==> src/rtl/aes_fifo_pkg.sv <==
// aes_fifo_pkg: word/block widths and types shared by the AES input and output FIFOs
package aes_fifo_pkg;
  localparam int WORD_W = 32;
  localparam int BLOCK_W = 128;
  localparam int WORDS_PER_BLOCK = 4;
  typedef logic [WORD_W-1:0] word_t;
  typedef logic [BLOCK_W-1:0] block_t;
endpackage

==> src/rtl/fifo_in_block_store.sv <==
// block_store: circular buffer of complete 128-bit blocks with push/pop/clear and head output
module block_store
  import aes_fifo_pkg::*;
#(
  parameter int N = 2,
  localparam int CW = $clog2(N + 1),
  localparam int PW = N > 1 ? $clog2(N) : 1
) (
  input  logic          clk,
  input  logic          rst,
  input  logic          i_clear,
  input  logic          i_push,
  input  logic          i_pop,
  input  block_t        i_din,
  output block_t        o_head,
  output logic [CW-1:0] o_count
);
  block_t        r_mem [N];
  logic [PW-1:0] r_wp, r_rp;
  logic [CW-1:0] r_cnt;
  logic          w_push, w_pop;
  function automatic logic [PW-1:0] nxt(input logic [PW-1:0] p);
    return p == PW'(N - 1) ? '0 : p + 1'b1;
  endfunction
  // guard here too so the buffer never corrupts itself even if a caller misbehaves
  assign w_push  = i_push && r_cnt != CW'(N);
  assign w_pop   = i_pop && r_cnt != '0;
  assign o_head  = r_mem[r_rp];
  assign o_count = r_cnt;
  always_ff @(posedge clk)
    if (rst || i_clear) begin
      for (int i = 0; i < N; i++) r_mem[i] <= '0;
      r_wp  <= '0;
      r_rp  <= '0;
      r_cnt <= '0;
    end else begin
      if (w_push) begin
        r_mem[r_wp] <= i_din;
        r_wp        <= nxt(r_wp);
      end
      if (w_pop) r_rp <= nxt(r_rp);
      r_cnt <= r_cnt + CW'(w_push) - CW'(w_pop);
    end
endmodule

==> src/rtl/fifo_in.sv <==
// fifo_in: assembles APB 32-bit writes (MS word first) into 128-bit blocks for the AES core.
// Define FIFO_IN_ERR_EN to add the sticky overflow_err output.
module fifo_in
  import aes_fifo_pkg::*;
#(
  parameter int NUM_BLOCKS = 2
) (
  input  logic       clk,
  input  logic       rst,
  input  logic       write_en,
  input  word_t      data_in,
  input  logic       clear,
  input  logic       block_ready,
  output block_t     block_out,
  output logic       block_valid,
  output logic [1:0] word_count,
  output logic       fifo_empty,
  output logic       fifo_full
`ifdef FIFO_IN_ERR_EN
  ,
  output logic       overflow_err
`endif
);
  localparam int CW = $clog2(NUM_BLOCKS + 1);
  logic [95:0]   r_asm;
  logic [1:0]    r_wc;
  logic [CW-1:0] w_count;
  logic          w_accept, w_push;
  logic [6:0]    w_lo;
  assign block_valid = w_count != '0;
  assign fifo_full   = w_count == CW'(NUM_BLOCKS);
  assign fifo_empty  = !block_valid && r_wc == 2'd0;
  assign word_count  = r_wc;
  // full is judged on registered state, so a 4th word racing a pop is still dropped
  assign w_accept    = write_en && !fifo_full;
  assign w_push      = w_accept && r_wc == 2'd3;
  assign w_lo        = {2'd2 - r_wc, 5'd0};
  always_ff @(posedge clk)
    if (rst || clear) begin
      r_asm <= '0;
      r_wc  <= '0;
    end else if (w_accept) begin
      if (r_wc != 2'd3) r_asm[w_lo +: WORD_W] <= data_in;
      r_wc <= r_wc + 2'd1;
    end
  block_store #(.N(NUM_BLOCKS)) u_store (
    .clk     (clk),
    .rst     (rst),
    .i_clear (clear),
    .i_push  (w_push),
    .i_pop   (block_ready),
    .i_din   ({r_asm, data_in}),
    .o_head  (block_out),
    .o_count (w_count)
  );
`ifdef FIFO_IN_ERR_EN
  always_ff @(posedge clk)
    if (rst || clear) overflow_err <= 1'b0;
    else if (write_en && fifo_full) overflow_err <= 1'b1;
`endif
endmodule

==> config.mk <==
export PLATFORM = sky130hd
export DESIGN_NAME = fifo_in
export DESIGN_NICKNAME = d
export VERILOG_FILES = /design/src/rtl/aes_fifo_pkg.sv /design/src/rtl/fifo_in_block_store.sv /design/src/rtl/fifo_in.sv
export SDC_FILE = /design/constraint.sdc
export NUM_CORES = 1
export LEC_CHECK = 0
export CAP_MARGIN = 20
export CORE_ASPECT_RATIO = 1.2
export CORE_MARGIN = 1
export CORE_UTILIZATION = 40
export DETAILED_ROUTE_END_ITERATION = 6
export HOLD_SLACK_MARGIN = 0.08
export PLACE_DENSITY_LB_ADDON = 0.05
export SETUP_SLACK_MARGIN = 0.1
export SYNTH_ARGS = -nofsm -noshare
export SYNTH_HDL_FRONTEND = slang
export SYNTH_SLANG_ARGS = --single-unit
==> constraint.sdc <==
create_clock -name clk -period 13.85 [get_ports clk]
set_input_delay 2.77 -clock clk [delete_from_list [all_inputs] [get_ports clk]]
set_output_delay 2.77 -clock clk [all_outputs]
set_load 0.05 [all_outputs]
=== Word-level counts from Yosys, hierarchy flattened ===
Memory sizes are Yosys's and may differ from the RTL's. A register that Yosys moved wholly into a read port is not among the register bits.
Cells that the tools add are included.

* Register bits: 102
* RAM bits: 256
* Input port bits: 37
* Output and inout port bits: 133
* Logic and storage cells: 44
* Memories kept: 1

{| class="wikitable"
|+ Memories
! memory !! words !! bits a word !! read ports !! clocked after Yosys merged registers in !! write ports !! line !! source
|-
| u_store.r_mem || 2 || 128 || 1 || 1 || 2 || fifo_in_block_store.sv:18 || <nowiki>block_t r_mem [N];</nowiki>
|}

* $add $sub $neg: 7
* Eq/ne operators: 4
* Shift-type cells: 2
* Multiplexer cells: 13
* Reduce and logical (&&, ||, !) cells: 12

{| class="wikitable"
|+ Operator list
! cell !! count
|-
| 128-bit two-way mux || 1
|-
| 128-bit OR reduction || 1
|-
| 96-bit bitwise mux || 1
|-
| 32-bit by 9-bit variable shift with 96-bit output (first input constant) || 1
|-
| 32-bit by 9-bit indexed part select with 96-bit output || 1
|-
| 1-bit two-way mux || 11
|-
| 7-bit negator with 9-bit output || 1
|-
| 1-bit logical AND || 5
|-
| 2-bit == test (second input constant) || 2
|-
| 2-bit inequality test (second input constant) || 2
|-
| 1-bit adder (second input constant) || 2
|-
| 2-bit by 1-bit adder with 2-bit output || 1
|-
| 2-bit by 1-bit adder with 2-bit output (second input constant) || 1
|-
| 1-bit logical NOT || 2
|-
| 2-bit logical NOT || 1
|-
| 2-bit AND reduction || 1
|-
| 2-bit nonzero test || 1
|-
| 2-bit by 1-bit subtractor with 2-bit output || 1
|-
| 2-bit subtractor (first input constant) || 1
|-
| 1-bit logical OR || 1
|}

=== Depth between registers and ports, before layout ===
Gate-level depths: netlist of run 1.

* Depth after elaboration: 10
* Gate-level depth with buffers: 8
* Gate-level depth less buffers: 7

=== Hierarchy ===
A second synthesis of run 1 with hierarchy kept.

* Cell total of the unflattened synthesis: 1180
* Area, all modules: 15503.6 µm²

{| class="wikitable"
|+ Modules (own cells, without submodules)
! module !! instances !! cells an instance !! area an instance (µm²) !! sequential area each (µm²)
|-
| block_store || 1 || 711 || 11295.8 || 7787.5
|-
| fifo_in || 1 || 469 || 4207.8 || 1961.9
|}

=== Worst setup path before layout of run 1 ===
No wires, ideal clock.

* Kind: input to register
* Start point: in write_en
* End point: mem u_store.r_mem[0][0] (netlist name), enable pin
* Setup time: 0.792 ns
* Arrival: 12.071 ns
* Slack: 0.987 ns
* Stages: 3
* Buffers on the path: 1
* Cells stage by stage: nand3_1 clkbuf_1 o21ai_0

{| class="wikitable"
|+ RTL lines
! what !! line !! source
|-
| start, declared || fifo_in.sv:10 || <nowiki>input logic write_en,</nowiki>
|-
| end, declared || fifo_in_block_store.sv:18 ||
|}

==> results of run 1 <==
## synthesized netlist by cell type (all sizes together)
| master | n |
|---|---|
| nand2 | 97 |
| o21a | 1 |
| nor2 | 126 |
| mux2i | 96 |
| a21o | 1 |
| o21ai | 3 |
| clkinv | 1 |
| and2 | 130 |
| clkbuf | 57 |
| buf | 56 |
| ha | 8 |
| nand3 | 220 |
| nor4 | 1 |
| or2 | 2 |
| nor3 | 3 |
| and4 | 8 |
| nand2b | 1 |
| and3b | 2 |
| xnor2 | 1 |
| dfxtp | 103 |
| nor4b | 2 |
| xor2 | 1 |
| o21bai | 1 |
| mux2 | 128 |
| edfxtp | 256 |
| a21oi | 2 |
| inv | 8 |
## cells by family (layout without fill, tap and decap cells)
logic type / Yosys count / in the layout
AO/OA/AOI/OAI: 8 / 8
XOR/XNOR: 2 / 2
adder cells (fa/ha/maj): 8 / 8
buffers and inverters: 122 / 268
flip-flops: 359 / 359
multiplexers: 224 / 224
other: 0 / 1
AND/OR/NAND/NOR: 592 / 592
## final cells by class
class	instances	area [µm²]	share of cell area (%)
well taps	526	658	3.44
repair buffers	187	1870	9.79
multi-input cells	834	5560	29.1
diodes	1	2.50	0.0131
clock inverters	11	113	0.589
flip-flops and latches	359	9760	51.0
inverters	9	36.3	0.190
clock buffers	61	1120	5.86
## worst paths after layout
kind                 start              endpoint  slack (ps)  cells past startpoint
min reg2reg      r_asm[81]             r_asm[81]         470                      2
max reg2reg  word_count[0]  u_store.r_mem[0][22]        9580                      6
min              r_asm[81]             r_asm[81]         470                      2
max              flip-flop         block_out[38]        7510                      3
## sequential cells by signal (all words and copies together) (netlist names), named ones only
register / flops
u_store.r_mem: 256
u_store.o_count: 2
u_store.r_rp: 1
word_count: 2
r_asm: 96
u_store.r_wp: 1
## placed cells by master, fill, tap and decap left out, types with 41 or more instances in the layout
| cell | netlist | final |
|---|---|---|
| edfxtp_1 | 256 | 256 |
| dfxtp_1 | 103 | 101 |
| clkbuf_16 | 0 | 41 |
| mux2_2 | 128 | 128 |
| nand3_1 | 220 | 219 |
| nor2_1 | 125 | 125 |
| mux2i_1 | 96 | 96 |
| clkdlybuf4s50_1 | 0 | 169 |
| and2_1 | 130 | 130 |
| nand2_1 | 97 | 97 |
## critical path, cell delays in order, from the launching register on
cell and delay [ps]:
dfxtp_4 930, buf_4 880, mux2_2 460, clkdlybuf4s50_1 720
## metal layers
layer | up-vias | track usage [%]
li1 | 4860 | -
met1 | 5048 | 29.7
met2 | 282 | 34.3
met3 | 46 | 3.82
met4 | 0 | 5.33
met5 | - | 0
## report_power, final
| group | internal (mW) | switching [mW] | total (mW) |
|---|---|---|---|
| Combinational | 0.0589 | 0.138 | 0.197 |
| Sequential | 1.18 | 0.00975 | 1.19 |
| Clock | 0.596 | 0.419 | 1.02 |
## through the flow
step	utilization, %	instance area, µm²	setup WS, ps	power, mW	cells
4_1_cts	49.1	19100	7330	2.42	1987
5_1_grt	49.1	19100	7250	2.48	1987
2_1_floorplan	-	15800	987	1.33	1315
6_report	49.1	19100	7510	2.40	1988
3_5_place_dp	45.9	17900	7060	1.41	1915
3_3_place_gp	45.8	17800	6980	1.41	1913
==> results.py, run 1 <==
metrics = {
    "global_routing": {
        "grt_pass1_wl_um": 63200,
        "grt_usage_pct": 21.4,
        "overflow": 0,
        "grt_max_degree": 224,
        "grt_pass1_vias": 9939,
        "antenna_found_initial": 2,
    },
    "route": {
        "dr.pass1.iters": 5,
        "wl_met2_um": 20400,
        "postRouteWirelength_um": 42800,
        "wire_per_inst_um": 21.5,
        "route.vias.total": 10236,
        "drc_errors": 0,
        "drt-initial-drc-count": 820,
        "ant_nets": 0,
        "viasPerCell": 5.15,
        "dr_wl_met3_um": 2400,
        "dr.max_layer_used": "met4",
        "wl_met1_um": 19300,
    },
    "timing": {
        "min_period_ps": 6340,
        "relSlewSlack_pct": 28.3,
        "setup_viol": 0,
        "tightest_slew_ps": 1080,
        "post-route-period-util_pct": 45.8,
        "grt_setup_unrepaired": "no",
        "finClkSkew_ps": 16.1,
        "finalHoldViolations": 0,
        "fmax_mhz": 158,
        "holdWs_ps": 468,
        "tns_ps": 0,
        "finalMaxSlewViolations": 0,
    },
    "setup_path": {
        "cp-start-kind": "flip-flop",
        "path_class": "flip-flop to output port",
        "required_ps": 11080,
        "worst_ep_arrival_time_ps": 3570,
        "worstSetupEndpointType": "output port",
        "cp_max_fo": 66,
    },
    "floorplanning": {
        "design.die.area_um2": 40400,
        "die_w_um": 184,
        "core_um2": 38900,
        "rows": 79,
        "ioPinCount": 170,
        "die_h_um": 220,
        "start_util_pct": 40.7,
    },
    "clock_network": {
        "insertion_delay_ps": 540,
        "cts_buffers": 40,
        "h-tree-depth": 2,
        "root_buffer": "clkbuf_16",
        "cts_resized": 0,
        "postCtsHoldBufs": 0,
        "post-cts-setup-buffer-count": 0,
        "cts_tree": "built",
        "clockBufferDepth": 3,
        "clk_pin_slew_ps": 60,
        "cts_sinks": 359,
    },
    "worst_hold_path": {
        "hp-class": "flip-flop to flip-flop",
    },
    "power_and_ir_drop": {
        "p_leak_nw": 6.63,
        "power_density_nw_per_um2": 126,
        "ir_drop_mv": 0.0854,
    },
    "logic_synthesis": {
        "synth_nets": 1360,
        "synth.avg_cell_area_um2": 12.1,
        "netlist_area_um2": 15800,
        "yosys.area_share.simple_pct": 18.6,
        "synth_warnings": 0,
        "ys_ff_latch": 359,
        "synthAdderAreaFrac_pct": 0.632,
        "syn_inst": 1315,
        "netlist.area_leader.share_pct": 48.5,
        "yosys.area.top_type": "edfxtp_1",
        "ys_types": 33,
        "seq_area_frac_synth_pct": 61.5,
        "synthMuxAreaShare_pct": 15.2,
        "synth_top_family_by_area": "simple AND/OR/NAND/NOR gates",
        "synthXorXnorAreaFrac_pct": 0.111,
        "synthTopCellsByArea": "edfxtp_1, dfxtp_1, mux2_2",
        "synth_compound_area_share_pct": 0.300,
    },
    "run": {
        "cap_violations": 0,
    },
    "status": {
        "outcome": "finished, final reports clean",
    },
    "placed_design": {
        "io_buffer_count": 169,
        "gp_congestion": 0.756,
        "dp_hpwl_um": 24600,
    },
    "finish": {
        "layout.nets": 1476,
        "drive_gt1_share_pct": 14.8,
        "fillers": 3570,
        "syn_to_final_growth_pct": 20.6,
    },
}
No activity file was read; power rests on OpenSTA's default activity.
==> run 2, diff against run 1 <==
Clock period 13.85 ns to 6.2 ns, I/O delays scaled along.
==> run 2 against run 1 <==
  * Clock power grew 130%
  * Worst hold slack lost 1.4 ps
  * Register-to-register slack lost 7400 ps
  * Worst setup slack lost 5700 ps
  * Largest power group unchanged
  * Critical path type unchanged
==> results.py, run 2 (synthesis results as in run 1) <==
metrics = {
    "timing": {
        "setup_viol": 0,
        "tns_ps": 0,
        "grt_setup_unrepaired": "no",
        "min_period_ps": 4360,
        "tightest_slew_ps": 1100,
        "fmax_mhz": 229,
        "finClkSkew_ps": 13.4,
        "relSlewSlack_pct": 26.4,
        "post-route-period-util_pct": 70.3,
        "setup_ws_ps": 1840,
        "finalMaxSlewViolations": 0,
        "finalHoldViolations": 0,
    },
    "finish": {
        "final_cells": 1988,
        "largest_reg_flops": 256,
        "syn_to_final_growth_pct": 21.0,
        "largestRegisters": "u_store.r_mem x256, r_asm x96",
        "layout_common_cells": "edfxtp_1, nand3_1, clkdlybuf4s50_1",
        "layout.nets": 1477,
        "final_common_cell": "edfxtp_1",
        "drive_gt1_share_pct": 15.3,
        "diodes": 0,
        "regMostFlops": "u_store.r_mem",
    },
    "setup_path": {
        "required_ps": 4960,
        "path_class": "flip-flop to output port",
        "worst_ep_arrival_time_ps": 3120,
        "cp-start-kind": "flip-flop",
        "rr_startpoint": "word_count[0]",
        "cp_max_fo": 65,
        "worstSetupEndpointType": "output port",
    },
    "floorplanning": {
        "die_h_um": 220,
        "ioPinCount": 170,
        "die_w_um": 184,
        "core_um2": 38900,
        "start_util_pct": 40.7,
        "design.die.area_um2": 40400,
        "rows": 79,
    },
    "clock_network": {
        "clockBufferDepth": 3,
        "root_buffer": "clkbuf_16",
        "h-tree-depth": 2,
        "insertion_delay_ps": 530,
        "cts_resized": 0,
        "post-cts-setup-buffer-count": 0,
        "postCtsHoldBufs": 0,
        "clk_pin_slew_ps": 60,
        "cts_sinks": 359,
        "cts_tree": "built",
        "cts_buffers": 39,
    },
    "global_routing": {
        "grt_pass1_wl_um": 63100,
        "grt_max_degree": 203,
        "antenna_found_initial": 2,
        "overflow": 0,
        "grt_pass1_vias": 10019,
        "grt_usage_pct": 21.3,
    },
    "route": {
        "wl_met1_um": 19400,
        "drt-initial-drc-count": 747,
        "dr.pass1.iters": 5,
        "wire_per_inst_um": 21.4,
        "ant_nets": 0,
        "viasPerCell": 5.12,
        "dr_wl_met3_um": 1940,
        "wl_met2_um": 20300,
        "drc_errors": 0,
        "route.vias.total": 10171,
        "postRouteWirelength_um": 42600,
        "dr.max_layer_used": "met4",
    },
    "placed_design": {
        "io_buffer_count": 169,
        "gp_congestion": 0.755,
        "pre_cts_slack_ps": 1300,
        "place_inst": 1916,
        "dp_hpwl_um": 25000,
    },
    "power_and_ir_drop": {
        "p_leak_nw": 6.67,
        "clockPowerShare_pct": 42.6,
        "p_comb_share_pct": 8.1,
        "ir_drop_mv": 0.156,
        "internal_power_mw": 4.13,
        "swShare_pct": 23.5,
        "power_density_nw_per_um2": 281,
        "power.switching_mw": 1.27,
        "p_seq_share_pct": 49.3,
    },
    "run": {
        "cap_violations": 0,
    },
    "status": {
        "outcome": "finished, final reports clean",
    },
    "worst_hold_path": {
        "hp-class": "flip-flop to flip-flop",
        "hp-start": "r_asm[2]",
    },
}
## run 2: cell count changes in the layout (fill, tap and decap cells not counted), moves of 2 or more
| cell | before | now |
|---|---|---|
| clkbuf_1 | 18 | 4 |
| inv_6 | 2 | 0 |
| clkinv_2 | 7 | 13 |
| clkinv_1 | 1 | 8 |
## run 2: final timing paths
check,to,slack [ps],cells after the start
hold reg to reg,r_asm[2],470,2
setup / recovery,block_out[68],1840,3
setup reg to reg,u_store.r_mem[1][126],2230,5
hold / removal,r_asm[2],470,2
## run 2: cell type report
type,instances,area [µm²]
timing repair buffer,189,1910
fill,3582,19800
clock inverter,23,181
tap,526,658
clock buffer,48,1080
inverter,9,36.3
sequential,359,9760
multi-input combinational,834,5560
## run 2: power groups by stage
stage	clock, mW	sequential, mW	combinational [mW]
after floorplan	0	2.71	0.259
after global placement	0	2.71	0.444
after detailed placement	0	2.71	0.443
after CTS	2.35	2.66	0.445
after global routing	2.44	2.66	0.459
final	2.30	2.66	0.440
## run 2: critical path, cell delays in order (launching register included)
cell	delay, ps
dfxtp_4	1000
buf_12	410
mux2_2	420
clkdlybuf4s50_1	710
## run 2: per-layer routing
metal,GRT usage (%),vias up
li1,-,4860
met1,29.4,5009
met2,34.6,257
met3,3.01,45
met4,6.31,0
met5,0,-
## run 2: metrics by stage
step / util (%) / hold WS (ps) / cell area [µm²] / power (mW)
floorplan: - / 439 / 15900 / 2.97
global placement: 45.9 / 452 / 17900 / 3.15
detailed placement: 45.9 / 458 / 17900 / 3.15
CTS: 49.2 / 469 / 19200 / 5.45
global route: 49.3 / 490 / 19200 / 5.56
finish: 49.3 / 466 / 19200 / 5.40
